### src/rtl/nmos_clk_gen_if.sv
// Control and phase-output bundle between a clock-gen controller and nmos_clk_gen.
// The master drives run/step/lengths and the slave (the generator) returns phases and status.
interface nmos_clk_gen_if #(
    parameter int CNT_W = 8,
    parameter int PER_W = 16
);
    logic             run;
    logic             step;
    logic [CNT_W-1:0] ph1_len;
    logic [CNT_W-1:0] ph2_len;
    logic [CNT_W-1:0] gap_len;
    logic             phi1;
    logic             phi2;
    logic             phi1_rise;
    logic             phi1_fall;
    logic             phi2_rise;
    logic             phi2_fall;
    logic             busy;
    logic [PER_W-1:0] period_cnt;

    modport master (
        output run, step, ph1_len, ph2_len, gap_len,
        input  phi1, phi2, phi1_rise, phi1_fall, phi2_rise, phi2_fall, busy, period_cnt
    );

    modport slave (
        input  run, step, ph1_len, ph2_len, gap_len,
        output phi1, phi2, phi1_rise, phi1_fall, phi2_rise, phi2_fall, busy, period_cnt
    );
endinterface

### src/rtl/nmos_clk_gen.sv
// Two-phase non-overlapping clock generator producing PHI1/PHI2 enables for NMOS latch cells.
// state  | meaning
// IDLE   | stopped, both phases low
// PH1    | phi1 high for the captured ph1 length
// GAP12  | dead time after PHI1, both low
// PH2    | phi2 high for the captured ph2 length
// GAP21  | dead time after PHI2; period ends here
module nmos_clk_gen #(
    parameter int CNT_W = 8,
    parameter int PER_W = 16
) (
    input  logic               main_clk,
    input  logic               main_rst_n,
    nmos_clk_gen_if.slave      cg
);

    localparam logic [CNT_W-1:0] ONE = CNT_W'(1);

    typedef enum logic [2:0] {
        S_IDLE  = 3'd0,
        S_PH1   = 3'd1,
        S_GAP12 = 3'd2,
        S_PH2   = 3'd3,
        S_GAP21 = 3'd4
    } state_t;

    state_t           state_q, state_d;
    logic [CNT_W-1:0] cnt_q, cnt_d;
    logic [CNT_W-1:0] ph1_sh_q, ph1_sh_d;
    logic [CNT_W-1:0] ph2_sh_q, ph2_sh_d;
    logic [CNT_W-1:0] gap_sh_q, gap_sh_d;
    logic [PER_W-1:0] period_q, period_d;
    logic             phi1_q, phi1_d;
    logic             phi2_q, phi2_d;
    logic             busy_q, busy_d;
    logic [3:0]       strb_q, strb_d;   // {phi1_rise, phi1_fall, phi2_rise, phi2_fall}
    logic             tc;
    logic             start;

    function automatic logic [CNT_W-1:0] clamp1(input logic [CNT_W-1:0] v);
        return (v == '0) ? ONE : v;
    endfunction

    always_comb begin
        state_d  = state_q;
        cnt_d    = cnt_q;
        ph1_sh_d = ph1_sh_q;
        ph2_sh_d = ph2_sh_q;
        gap_sh_d = gap_sh_q;
        period_d = period_q;
        start    = 1'b0;
        tc       = (cnt_q == '0);

        if (state_q != S_IDLE && !tc) begin
            cnt_d = cnt_q - ONE;
        end

        case (state_q)
            S_IDLE: begin
                start = cg.run | cg.step;
            end
            S_PH1: begin
                if (tc) begin
                    state_d = S_GAP12;
                    cnt_d   = gap_sh_q - ONE;
                end
            end
            S_GAP12: begin
                if (tc) begin
                    state_d = S_PH2;
                    cnt_d   = ph2_sh_q - ONE;
                end
            end
            S_PH2: begin
                if (tc) begin
                    state_d = S_GAP21;
                    cnt_d   = gap_sh_q - ONE;
                end
            end
            S_GAP21: begin
                if (tc) begin
                    period_d = period_q + PER_W'(1);
                    start    = cg.run;
                    state_d  = S_IDLE;
                end
            end
            default: begin
                state_d = S_IDLE;
            end
        endcase

        // Lengths are frozen for the whole period at the moment PH1 is entered.
        if (start) begin
            state_d  = S_PH1;
            ph1_sh_d = clamp1(cg.ph1_len);
            ph2_sh_d = clamp1(cg.ph2_len);
            gap_sh_d = clamp1(cg.gap_len);
            cnt_d    = clamp1(cg.ph1_len) - ONE;
        end

        phi1_d = (state_d == S_PH1);
        phi2_d = (state_d == S_PH2);
        busy_d = (state_d != S_IDLE);
        strb_d = {phi1_d & ~phi1_q, ~phi1_d & phi1_q, phi2_d & ~phi2_q, ~phi2_d & phi2_q};
    end

    always_ff @(posedge main_clk or negedge main_rst_n) begin
        if (!main_rst_n) begin
            state_q  <= S_IDLE;
            cnt_q    <= '0;
            ph1_sh_q <= ONE;
            ph2_sh_q <= ONE;
            gap_sh_q <= ONE;
            period_q <= '0;
            phi1_q   <= 1'b0;
            phi2_q   <= 1'b0;
            busy_q   <= 1'b0;
            strb_q   <= '0;
        end else begin
            state_q  <= state_d;
            cnt_q    <= cnt_d;
            ph1_sh_q <= ph1_sh_d;
            ph2_sh_q <= ph2_sh_d;
            gap_sh_q <= gap_sh_d;
            period_q <= period_d;
            phi1_q   <= phi1_d;
            phi2_q   <= phi2_d;
            busy_q   <= busy_d;
            strb_q   <= strb_d;
        end
    end

    assign cg.phi1       = phi1_q;
    assign cg.phi2       = phi2_q;
    assign cg.phi1_rise  = strb_q[3];
    assign cg.phi1_fall  = strb_q[2];
    assign cg.phi2_rise  = strb_q[1];
    assign cg.phi2_fall  = strb_q[0];
    assign cg.busy       = busy_q;
    assign cg.period_cnt = period_q;

endmodule

### src/flat_wrapper.sv
// flat-port wrapper written by rule: the top's interface ports become plain ports
module nmos_clk_gen_flat 
#(
    parameter int CNT_W = 8,
    parameter int PER_W = 16
)
  (main_clk, main_rst_n, cg_run, cg_step, cg_ph1_len, cg_ph2_len, cg_gap_len, cg_phi1, cg_phi2, cg_phi1_rise, cg_phi1_fall, cg_phi2_rise, cg_phi2_fall, cg_busy, cg_period_cnt);
  nmos_clk_gen_if #(.CNT_W(CNT_W), .PER_W(PER_W)) cg_i ();
  input  logic main_clk;
  input  logic main_rst_n;
  input wire logic [$bits(cg_i.run)-1:0] cg_run;
  input wire logic [$bits(cg_i.step)-1:0] cg_step;
  input wire logic [$bits(cg_i.ph1_len)-1:0] cg_ph1_len;
  input wire logic [$bits(cg_i.ph2_len)-1:0] cg_ph2_len;
  input wire logic [$bits(cg_i.gap_len)-1:0] cg_gap_len;
  output wire logic [$bits(cg_i.phi1)-1:0] cg_phi1;
  output wire logic [$bits(cg_i.phi2)-1:0] cg_phi2;
  output wire logic [$bits(cg_i.phi1_rise)-1:0] cg_phi1_rise;
  output wire logic [$bits(cg_i.phi1_fall)-1:0] cg_phi1_fall;
  output wire logic [$bits(cg_i.phi2_rise)-1:0] cg_phi2_rise;
  output wire logic [$bits(cg_i.phi2_fall)-1:0] cg_phi2_fall;
  output wire logic [$bits(cg_i.busy)-1:0] cg_busy;
  output wire logic [$bits(cg_i.period_cnt)-1:0] cg_period_cnt;
  assign cg_i.run = cg_run;
  assign cg_i.step = cg_step;
  assign cg_i.ph1_len = cg_ph1_len;
  assign cg_i.ph2_len = cg_ph2_len;
  assign cg_i.gap_len = cg_gap_len;
  assign cg_phi1 = cg_i.phi1;
  assign cg_phi2 = cg_i.phi2;
  assign cg_phi1_rise = cg_i.phi1_rise;
  assign cg_phi1_fall = cg_i.phi1_fall;
  assign cg_phi2_rise = cg_i.phi2_rise;
  assign cg_phi2_fall = cg_i.phi2_fall;
  assign cg_busy = cg_i.busy;
  assign cg_period_cnt = cg_i.period_cnt;
  nmos_clk_gen #(.CNT_W(CNT_W), .PER_W(PER_W)) u_core (.main_clk(main_clk), .main_rst_n(main_rst_n), .cg(cg_i));
endmodule
### config.mk
export PLATFORM = sky130hd
export DESIGN_NAME = nmos_clk_gen_flat
export DESIGN_NICKNAME = d
export VERILOG_FILES = /design/src/rtl/nmos_clk_gen_if.sv /design/src/rtl/nmos_clk_gen.sv /design/src/flat_wrapper.sv
export SDC_FILE = /design/constraint.sdc
export NUM_CORES = 1
export LEC_CHECK = 0
export CORE_ASPECT_RATIO = 1.25
export CORE_MARGIN = 8
export CORE_UTILIZATION = 45
export CTS_CLUSTER_SIZE = 20
export DETAILED_ROUTE_END_ITERATION = 10
export GPL_ROUTABILITY_DRIVEN = 0
export PLACE_DENSITY = 0.75
export SYNTH_ARGS = -nofsm -noshare
export SYNTH_HDL_FRONTEND = slang
export SYNTH_SLANG_ARGS = --single-unit
### constraint.sdc
create_clock -name main_clk -period 2.4 [get_ports main_clk]
set_input_delay 0.72 -clock main_clk [delete_from_list [all_inputs] [get_ports main_clk]]
set_output_delay 0.72 -clock main_clk [all_outputs]
set_load 0.02 [all_outputs]
---- Word-level counts from Yosys, hierarchy flattened ----
Cells that the tools add are included.
cells by class
  add/sub/neg operators ................... 5
  equal/unequal tests ..................... 6
  muxes and demuxes ....................... 16
  bitwise gates (word level) .............. 9
  reduce and logical (&&, ||, !) cells .... 11
operators with widths
  cell                     number
  $mux W8                  7
  $logic_not A8 Y1         4
  $sub A8 B1 Y8 const B    4
  $add A16 B1 Y16 const B  1
  $pmux W8 S2              1
  $mux W3                  5
  $pmux W3 S5              1
  $eq A3 B2 Y1 const B     3
  $eq A3 B1 Y1 const B     2
  $reduce_bool A3 Y1       2
  $and A1 B1 Y1            4
  $not A1 Y1               4
  $eq A3 B3 Y1 const B     1
  $logic_not A3 Y1         1
  $pmux W1 S2              1
  $reduce_and A2 Y1        1
  $reduce_or A2 Y1         1
  $logic_and A1 B1 Y1      1
  $logic_not A1 Y1         1
  $mux W1                  1
  $or A1 B1 Y1             1
storage, ports and cells
  bits in registers ....................... 50
  bits of input ports ..................... 28
  output and inout port bits .............. 23
  word-level logic and storage cells ...... 56

---- Depth between registers and ports, before layout ----
Gate-level depths: netlist of the first run.
  depth in word-level cells ............... 7
  gate-level depth with buffers ........... 10
  depth with buffers taken out ............ 9

---- Worst setup path before layout of the first run ----
No wires, ideal clock.
  path type ............................... input-to-reg
  from .................................... input port cg_ph1_len[3]
  to ...................................... register u_core.cnt_q[6]
  library setup time ...................... 118 ps
  arrival time ............................ 2299 ps
  required time ........................... 2282 ps
  path slack .............................. -17 ps
  stages on the path ...................... 9
  path buffers ............................ 0
  cell sequence ........................... or4_1 nor3_1 a21oi_1 ha_1 inv_1 nor2_1 xnor2_1 mux2i_1 a21o_1
on the way
  longest elaborated chain between the ends .. 4
RTL lines
  item                       line                 source
  start, declared            flat_wrapper.sv:13   input wire logic [$bits(cg_i.ph1_len)-1:0] cg_ph1_len;
  $logic_not A8 Y1           -
  $mux W8 (*)                nmos_clk_gen.sv:41   return (v == '0) ? ONE : v;
  $sub A8 B1 Y8 (*)          nmos_clk_gen.sv:98   cnt_d = clamp1(cg.ph1_len) - ONE;
  $mux W8 (*)                nmos_clk_gen.sv:93   if (start) begin
  named net u_core.cnt_d[6]  nmos_clk_gen.sv:28   logic [CNT_W-1:0] cnt_q, cnt_d;
  end signal, assigned       nmos_clk_gen.sv:121  cnt_q <= cnt_d;
  end, declared              nmos_clk_gen.sv:28
The timed path passes the listed nets; every way through them passes the cells marked *.
A chain may end at the register's enable or synchronous reset.

---- Final worst setup path of the first run ----
  from .................................... register u_core.cnt_q[1]
  to ...................................... register u_core.cnt_q[3]
on the way
  longest elaborated chain between the ends .. 7
  elaborated cells on any way between the ends .. 11
  classes of those cells .................. add/sub (1); mux (7); reduce/logical (3)
RTL lines
  item                                                                   line
  parallel branches: the longest is 6 deep, another holds $sub A8 B1 Y8  -
  $mux W8 (*)                                                            nmos_clk_gen.sv:93
  named net u_core.cnt_d[3]                                              nmos_clk_gen.sv:28
Mark *: on every way through the listed nets, which the timed path passes.

==> results of run 1 <==
==> worst max path at each step <==
stage                               to
finish                 u_core.cnt_q[3]
global route        u_core.ph2_sh_q[0]
CTS                    u_core.cnt_q[6]
floorplan              u_core.cnt_q[6]
global placement       u_core.cnt_q[6]
detailed placement     u_core.cnt_q[6]
==> state kept, by name, summed over array words and instances, names as in the netlist <==
register              cells
u_core.state_q            3
u_core.cg.phi2            1
u_core.strb_q             4
u_core.ph2_sh_q           8
u_core.cg.period_cnt     16
u_core.cg.busy            1
u_core.cg.phi1            1
u_core.cnt_q              8
u_core.gap_sh_q           8
==> metal layers <==
| layer | global-route usage, % | part of all wire [%] | up-vias |
|---|---|---|---|
| li1 | - | - | 1215 |
| met1 | 16.6 | 42 | 1165 |
| met2 | 27.4 | 53 | 50 |
| met3 | 3.16 | 4.4 | 9 |
| met4 | 4.57 | 1.2 | 0 |
| met5 | 0 | 0 | - |
==> report_power, final <==
part | switching, W | internal, W
Clock | 0.000274 | 0.000307
Combinational | 0.000762 | 0.000737
Sequential | 0.000290 | 0.00113
Total | 0.00133 | 0.00217
==> final cells by class <==
class / count / area, sq um
Sequential cell: 50 / 1250
Timing Repair Buffer: 78 / 716
Fill cell: 554 / 2400
Tap cell: 85 / 106
Clock inverter: 3 / 40.0
Multi-Input combinational cell: 231 / 1450
Clock buffer: 5 / 68.8
Inverter: 12 / 45.0
==> cell families (layout without fill, tap and decap cells) <==
logic type | Yosys count | in the layout
AO/OA/AOI/OAI | 45 | 45
XOR/XNOR | 33 | 33
adder cells (fa/ha/maj) | 5 | 5
buffers and inverters | 22 | 98
flip-flops | 50 | 50
multiplexers | 6 | 6
AND/OR/NAND/NOR | 142 | 142
==> layout by cell type, fill, tap and decap left out, drive strengths merged, types with 5 or more instances in the layout <==
master,netlist,layout
nand2,55,55
a21oi,9,9
nor3,10,10
ha,5,5
clkdlybuf4s50,0,45
nor4,7,7
xnor2,23,23
inv,12,12
nor2,26,26
or3,5,5
o22ai,5,5
or4,8,8
clkbuf,6,5
dfrtp,48,48
o21ai,9,9
xor2,10,10
buf,4,29
nand3,7,7
==> worst max-delay path, delay by kind of cell (launching register included) <==
kind	cells	cell delay (ns)
AO/OA/AOI/OAI	2	0.22
buffers and inverters	1	0.08
AND/OR/NAND/NOR	3	1.22
flip-flops	1	0.40
adder cells (fa/ha/maj)	1	0.20
==> stage by stage <==
stage | utilization, % | area, sq um | cells | power [W] | hold slack (ns)
after floorplan | - | 2780 | 303 | 0.00238 | 0.424
after global placement | 58.0 | 3530 | 454 | 0.00286 | 0.425
after detailed placement | 58.0 | 3530 | 454 | 0.00292 | 0.432
after CTS | 60.1 | 3660 | 463 | 0.00352 | 0.444
after global routing | 60.5 | 3680 | 464 | 0.00375 | 0.490
final | 60.5 | 3680 | 464 | 0.00350 | 0.445
==> what timing repair did <==
item                       4_1_cts  5_1_grt
resized for setup                2        7
setup endpoints to repair        2        6
pin swaps                        1        4
setup buffers                    1        1
==> results.md, run 1 <==
* Routed Wire Length at 6.60 mm
* CTS buffer count at 5
* Worst r2r src: u_core.cnt_q[1]
* Adder-cell share of the synthesized area at 2.26%
* FP Rows at 32
* Min-delay worst type: flip-flop to flip-flop
* CTS tree: built
* Syn Nets at 336
* Top-area cell type share of the netlist area at 43.3%
* F_max at 0.449 GHz
* Crit path from: u_core.cnt_q[1]
* Core Footprint at 6090 sq um
* Ratio of cells with drive above 1 in the final layout at 14.0%
* Max clock buf depth at 2
* Total gr overflow at 0
* Max Clock Skew at 0.00429 ns
* Post-synth top cells: nand2_1, dfrtp_1, nor2_1
* Final worst setup slack at 0.172 ns
* EDFF count, synth at 0
* I/O Buffers at 50
* Actual slew at the worst max-slew pin at 0.620 ns
* Critical path class: flip-flop to flip-flop
* Synthesized area at 2770 sq um
* Final hold violations at 0
* Mean Syn Cell Area at 9.15 sq um
* Slew Viols, Final at 0
* Chip Height at 104 microns
* Number of DRC markers in iteration 0 at 109
* Root Buffer: clkbuf_8
* Critical R2R Capture: u_core.cnt_q[3]
* Synth area leader: dfrtp_1
* Pre-CTS setup slack at -0.358 ns
* Setup_tns at 0 ns
* Inserted Diodes at 0
* Largest cells by area after synthesis: dfrtp_1, nand2_1, xnor2_1
* CP startpoint kind: flip-flop
* Predominant post-synthesis flop cell: dfrtp_1
* Hold_buf cts at 0
* Worst Path Arrival at 2.42 ns
* Complex-gate fraction of the synthesized area at 10.6%
* Die Width at 86.2 microns
* Slowest cell on crit path: or4b_4
* Crit share post-route at 92.8%
* Yosys Warn Count at 0
* Crit path capture type: flip-flop
* Register area share after synthesis at 45.2%
* Most common cell in the netlist: nand2_1
* Largest family of logic cells by synthesized area: simple AND/OR/NAND/NOR gates
* Min-Delay Endpoint: u_core.strb_q[3]
* CP max FO at 4
* Yosys cell types at 48
* R2r setup slk at 0.17 ns
* Crit-path max cell delay at 0.53 ns
* DR vias/cell at 5.26
* Final setup violation count at 0
* Hold depth at 1
* Routed Antenna Nets at 0
* Status: complete, no violations
* Layout Area Growth over Synthesis at 32.8%
* Max Cap Violations at 0
* RSZ-0062 raised after global routing: no
* Rel. slew slack at 58.7%
* GRT Resource Usage Total at 15.0%
* Largest net degree at the start of global routing at 51
* Later-pin clock latency in the skew report at 0.30 ns
* Vias in the first global route at 2527
* Clock sinks at 50
* Synth Register Bits at 50
* Die area at 8950 sq um
* WP data required at 2.59 ns
* Post-Synth Simple-Gate Area at 26.0%
* Nets at 411
* WL per Instance at 14.2 microns
* First-pass GRT wire length at 11.2 mm
* Clock Pin Slew Worst Setup and Hold Paths at 0.09 ns
* Drt first pass iters at 4
* Mux share of post-synthesis cell area at 2.26%
* Tmin final at 2.23 ns
* Async SR Flop Fraction at 100%
* Worst Hold Launch: u_core.cg.phi1
* Pwr dens at 950 nW/um^2
* DP HPWL at 5.00 mm
* Worst Reg-to-Reg Cells at 7
* Leakage Power at 1.65 nW
* Worst VDD drop at 0.563 mV
* Initial Utilization at 45.6%
* # DRC at 0
* Xor/xnor share of the synthesized area at 10.4%
* Cell chain of the critical path: inv_1 -> ha_1 -> or4b_4 -> nor4_4 -> or3b_1 -> o211ai_1 -> o21ai_1
* I/O pins at 51
* Initial antenna violation count at 0
* Cells after synthesis at 303
* Via Count at 2439
* H-tree levels at 2
Note: power is estimated with default switching activity, not from simulation.
==> inputs of run 2 (changes only) <==
--- a/config.mk
+++ b/config.mk
@@ -11,7 +11,8 @@
 export CTS_CLUSTER_SIZE = 20
 export DETAILED_ROUTE_END_ITERATION = 10
 export GPL_ROUTABILITY_DRIVEN = 0
-export PLACE_DENSITY = 0.75
+export HOLD_SLACK_MARGIN = 0.05
+export PLACE_DENSITY = 0.73
 export SYNTH_ARGS = -nofsm -noshare
 export SYNTH_HDL_FRONTEND = slang
 export SYNTH_SLANG_ARGS = --single-unit
==> run 2 against run 1 <==
Effect of this change:
- sequential cell count is the same
- sequential power is essentially flat
- first-iteration DRC count shrank 36%
- fmax shrank 3.1%
- critical endpoint unchanged
==> results.md, run 2 (synthesized netlist as in run 1, its figures left out) <==
* GRT met2 Usage at 27.1% (-0.33 points)
* # DRC at 0 (unchanged)
* FP Rows at 32 (unchanged)
* Ratio of cells with drive above 1 in the final layout at 13.9% (-0.037 points)
* Met3 Use GR at 2.85% (-0.32 points)
* Crit path from: u_core.cnt_q[0]
* FILL cells at 563 (+1.6%)
* Pwr dens at 927 nW/um^2 (-2.5%)
* Core Footprint at 6090 sq um (unchanged)
* Via Count at 2419 (-0.82%)
* Number of DRC markers in iteration 0 at 70 (-36%)
* Slew Viols, Final at 0 (unchanged)
* DP HPWL at 5.14 mm (+2.9%)
* Most common cell after layout, fill and taps aside: nand2_1
* Routed Wire Length at 6.43 mm (-2.6%)
* Post-route cell area at 3670 sq um (-0.41%)
* WP data required at 2.59 ns (about the same)
* H-tree levels at 2 (unchanged)
* Worst r2r src: u_core.cnt_q[0]
* Layout Area Growth over Synthesis at 32.3%
* I/O Buffers at 50 (unchanged)
* Crit-path max cell delay at 0.53 ns (about the same)
* Largest net degree at the start of global routing at 21 (-59%)
* Routed Antenna Nets at 0 (unchanged)
* CP startpoint kind: flip-flop
* Final setup violation count at 0 (unchanged)
* CTS tree: built
* Leakage Power at 1.61 nW (-1.9%)
* Global routing's busiest layer: met2
* Hold_buf cts at 0 (unchanged)
* Later-pin clock latency in the skew report at 0.30 ns (about the same)
* Clock sinks at 50 (unchanged)
* R2r setup slk at 0.1 ns (-0.07 ns)
* Placed cell areas at 3540 sq um (+0.21%)
* F_max at 0.435 GHz (-3.1%)
* Crit path capture type: flip-flop
* CP delay by family, top: simple AND/OR/NAND/NOR gates
* GR Layer Usage met1 at 17.2% (+0.59 points)
* Die area at 8950 sq um (unchanged)
* Actual slew at the worst max-slew pin at 0.454 ns (-0.166 ns)
* Initial antenna violation count at 0 (unchanged)
* Most frequent cells in the layout: nand2_1, dfrtp_1, clkdlybuf4s50_1
* Final Util at 60.3% (-0.25 points)
* GRT Resource Usage Total at 15.0% (+0.052 points)
* Nets at 412 (+0.24%)
* Crit share post-route at 95.8% (+3.0 points)
* Die Width at 86.2 microns (unchanged)
* WL per Instance at 13.8 microns (-2.8%)
* Status: complete, no violations
* I/O pins at 51 (unchanged)
* Cell chain of the critical path: inv_1 -> ha_1 -> or4b_4 -> nor4_4 -> or3b_1 -> o211ai_1 -> o21ai_1
* Max Clock Skew at 0.00674 ns (+0.00245 ns)
* Total gr overflow at 0 (unchanged)
* Clock Pin Slew Worst Setup and Hold Paths at 0.09 ns (about the same)
* Root Buffer: clkbuf_8
* Drt first pass iters at 4 (unchanged)
* Inserted Diodes at 0 (unchanged)
* CP max FO at 4 (unchanged)
* Critical R2R Capture: u_core.cnt_q[3]
* Critical path class: flip-flop to flip-flop
* Chip Height at 104 microns (unchanged)
* Worst Reg-to-Reg Cells at 7 (unchanged)
* Min-delay worst type: input port to async pin
* Worst VDD drop at 0.511 mV (-9.4%)
* Max Cap Violations at 0 (unchanged)
* Worst Path Arrival at 2.49 ns (+0.07 ns)
* Initial Utilization at 45.6% (unchanged)
* Rel. slew slack at 69.6% (+11 points)
* CTS buffer count at 5 (unchanged)
* Slowest cell on crit path: or4b_4
* Vias in the first global route at 2549 (+0.87%)
* Tmin final at 2.30 ns (+0.0718 ns)
* First-pass GRT wire length at 11.3 mm (+0.99%)
* Largest register FFs at 16 (unchanged)
* Max clock buf depth at 2 (unchanged)
* Critical path buffers and inverters at 1 (unchanged)
* DR vias/cell at 5.20 (-1.0%)
* RSZ-0062 raised after global routing: no
* Final hold violations at 0 (unchanged)
[run 2: repair_timing]
| action | 4_1_cts | 5_1_grt |
|---|---|---|
| endpoints found under the setup margin | 2 | 10 |
| resized for setup | 6 | 3 |
| hold endpoints to repair | 0 | 0 |
| setup buffers | 1 | 1 |
| pin swaps | 4 | 3 |
[run 2: final cells by class]
| class | instances | area, sq um | share of cell area, % |
|---|---|---|---|
| clock buffer | 7 | 86.3 | 2.35 |
| clock inverter | 1 | 5.00 | 0.136 |
| inverter | 12 | 45.0 | 1.23 |
| multi-input combinational | 231 | 1460 | 39.7 |
| sequential | 50 | 1250 | 34.2 |
| tap | 85 | 106 | 2.90 |
| timing repair buffer | 79 | 713 | 19.4 |
[run 2: worst max path at each step]
stage / endpoint / slack [ns] / cells past startpoint
global placement: u_core.cnt_q[6] / -0.34 / 10
detailed placement: u_core.cnt_q[6] / -0.38 / 10
floorplan: u_core.cnt_q[6] / 0.06 / 9
CTS: u_core.cnt_q[6] / 0.007 / 10
finish: u_core.cnt_q[3] / 0.1 / 7
global route: u_core.cnt_q[3] / 0.009 / 7
[run 2: worst register-to-register path, stage by stage (launching register included)]
cell,delay [ns]
dfrtp_1,0.39
inv_1,0.12
ha_1,0.21
or4b_4,0.53
nor4_4,0.31
or3b_1,0.41
o211ai_1,0.14
o21ai_1,0.09
[run 2: layer usage]
layer | part of all wire (%) | vias up
li1 | - | 1212
met1 | 43 | 1148
met2 | 52 | 48
met3 | 3.6 | 11
met4 | 1.8 | 0
met5 | 0 | -
[run 2: where the power goes]
| part | internal, W | total, W | switching (W) | leakage, nW |
|---|---|---|---|---|
| Clock | 0.000233 | 0.000502 | 0.000269 | 0.0482 |
| Sequential | 0.00113 | 0.00142 | 0.000294 | 0.632 |
| Combinational | 0.000733 | 0.00148 | 0.000742 | 0.935 |
[run 2: through the flow]
step                cells  total power, W  worst slack, ns  hold slack (ns)  setup TNS (ns)
floorplan             303         0.00238           0.0587            0.424               0
global route          465         0.00367          0.00852            0.353               0
detailed placement    455         0.00291           -0.383            0.438           -1.40
CTS                   464         0.00342          0.00748            0.342               0
finish                465         0.00340           0.0999            0.333               0
global placement      455         0.00286           -0.337            0.426           -1.06
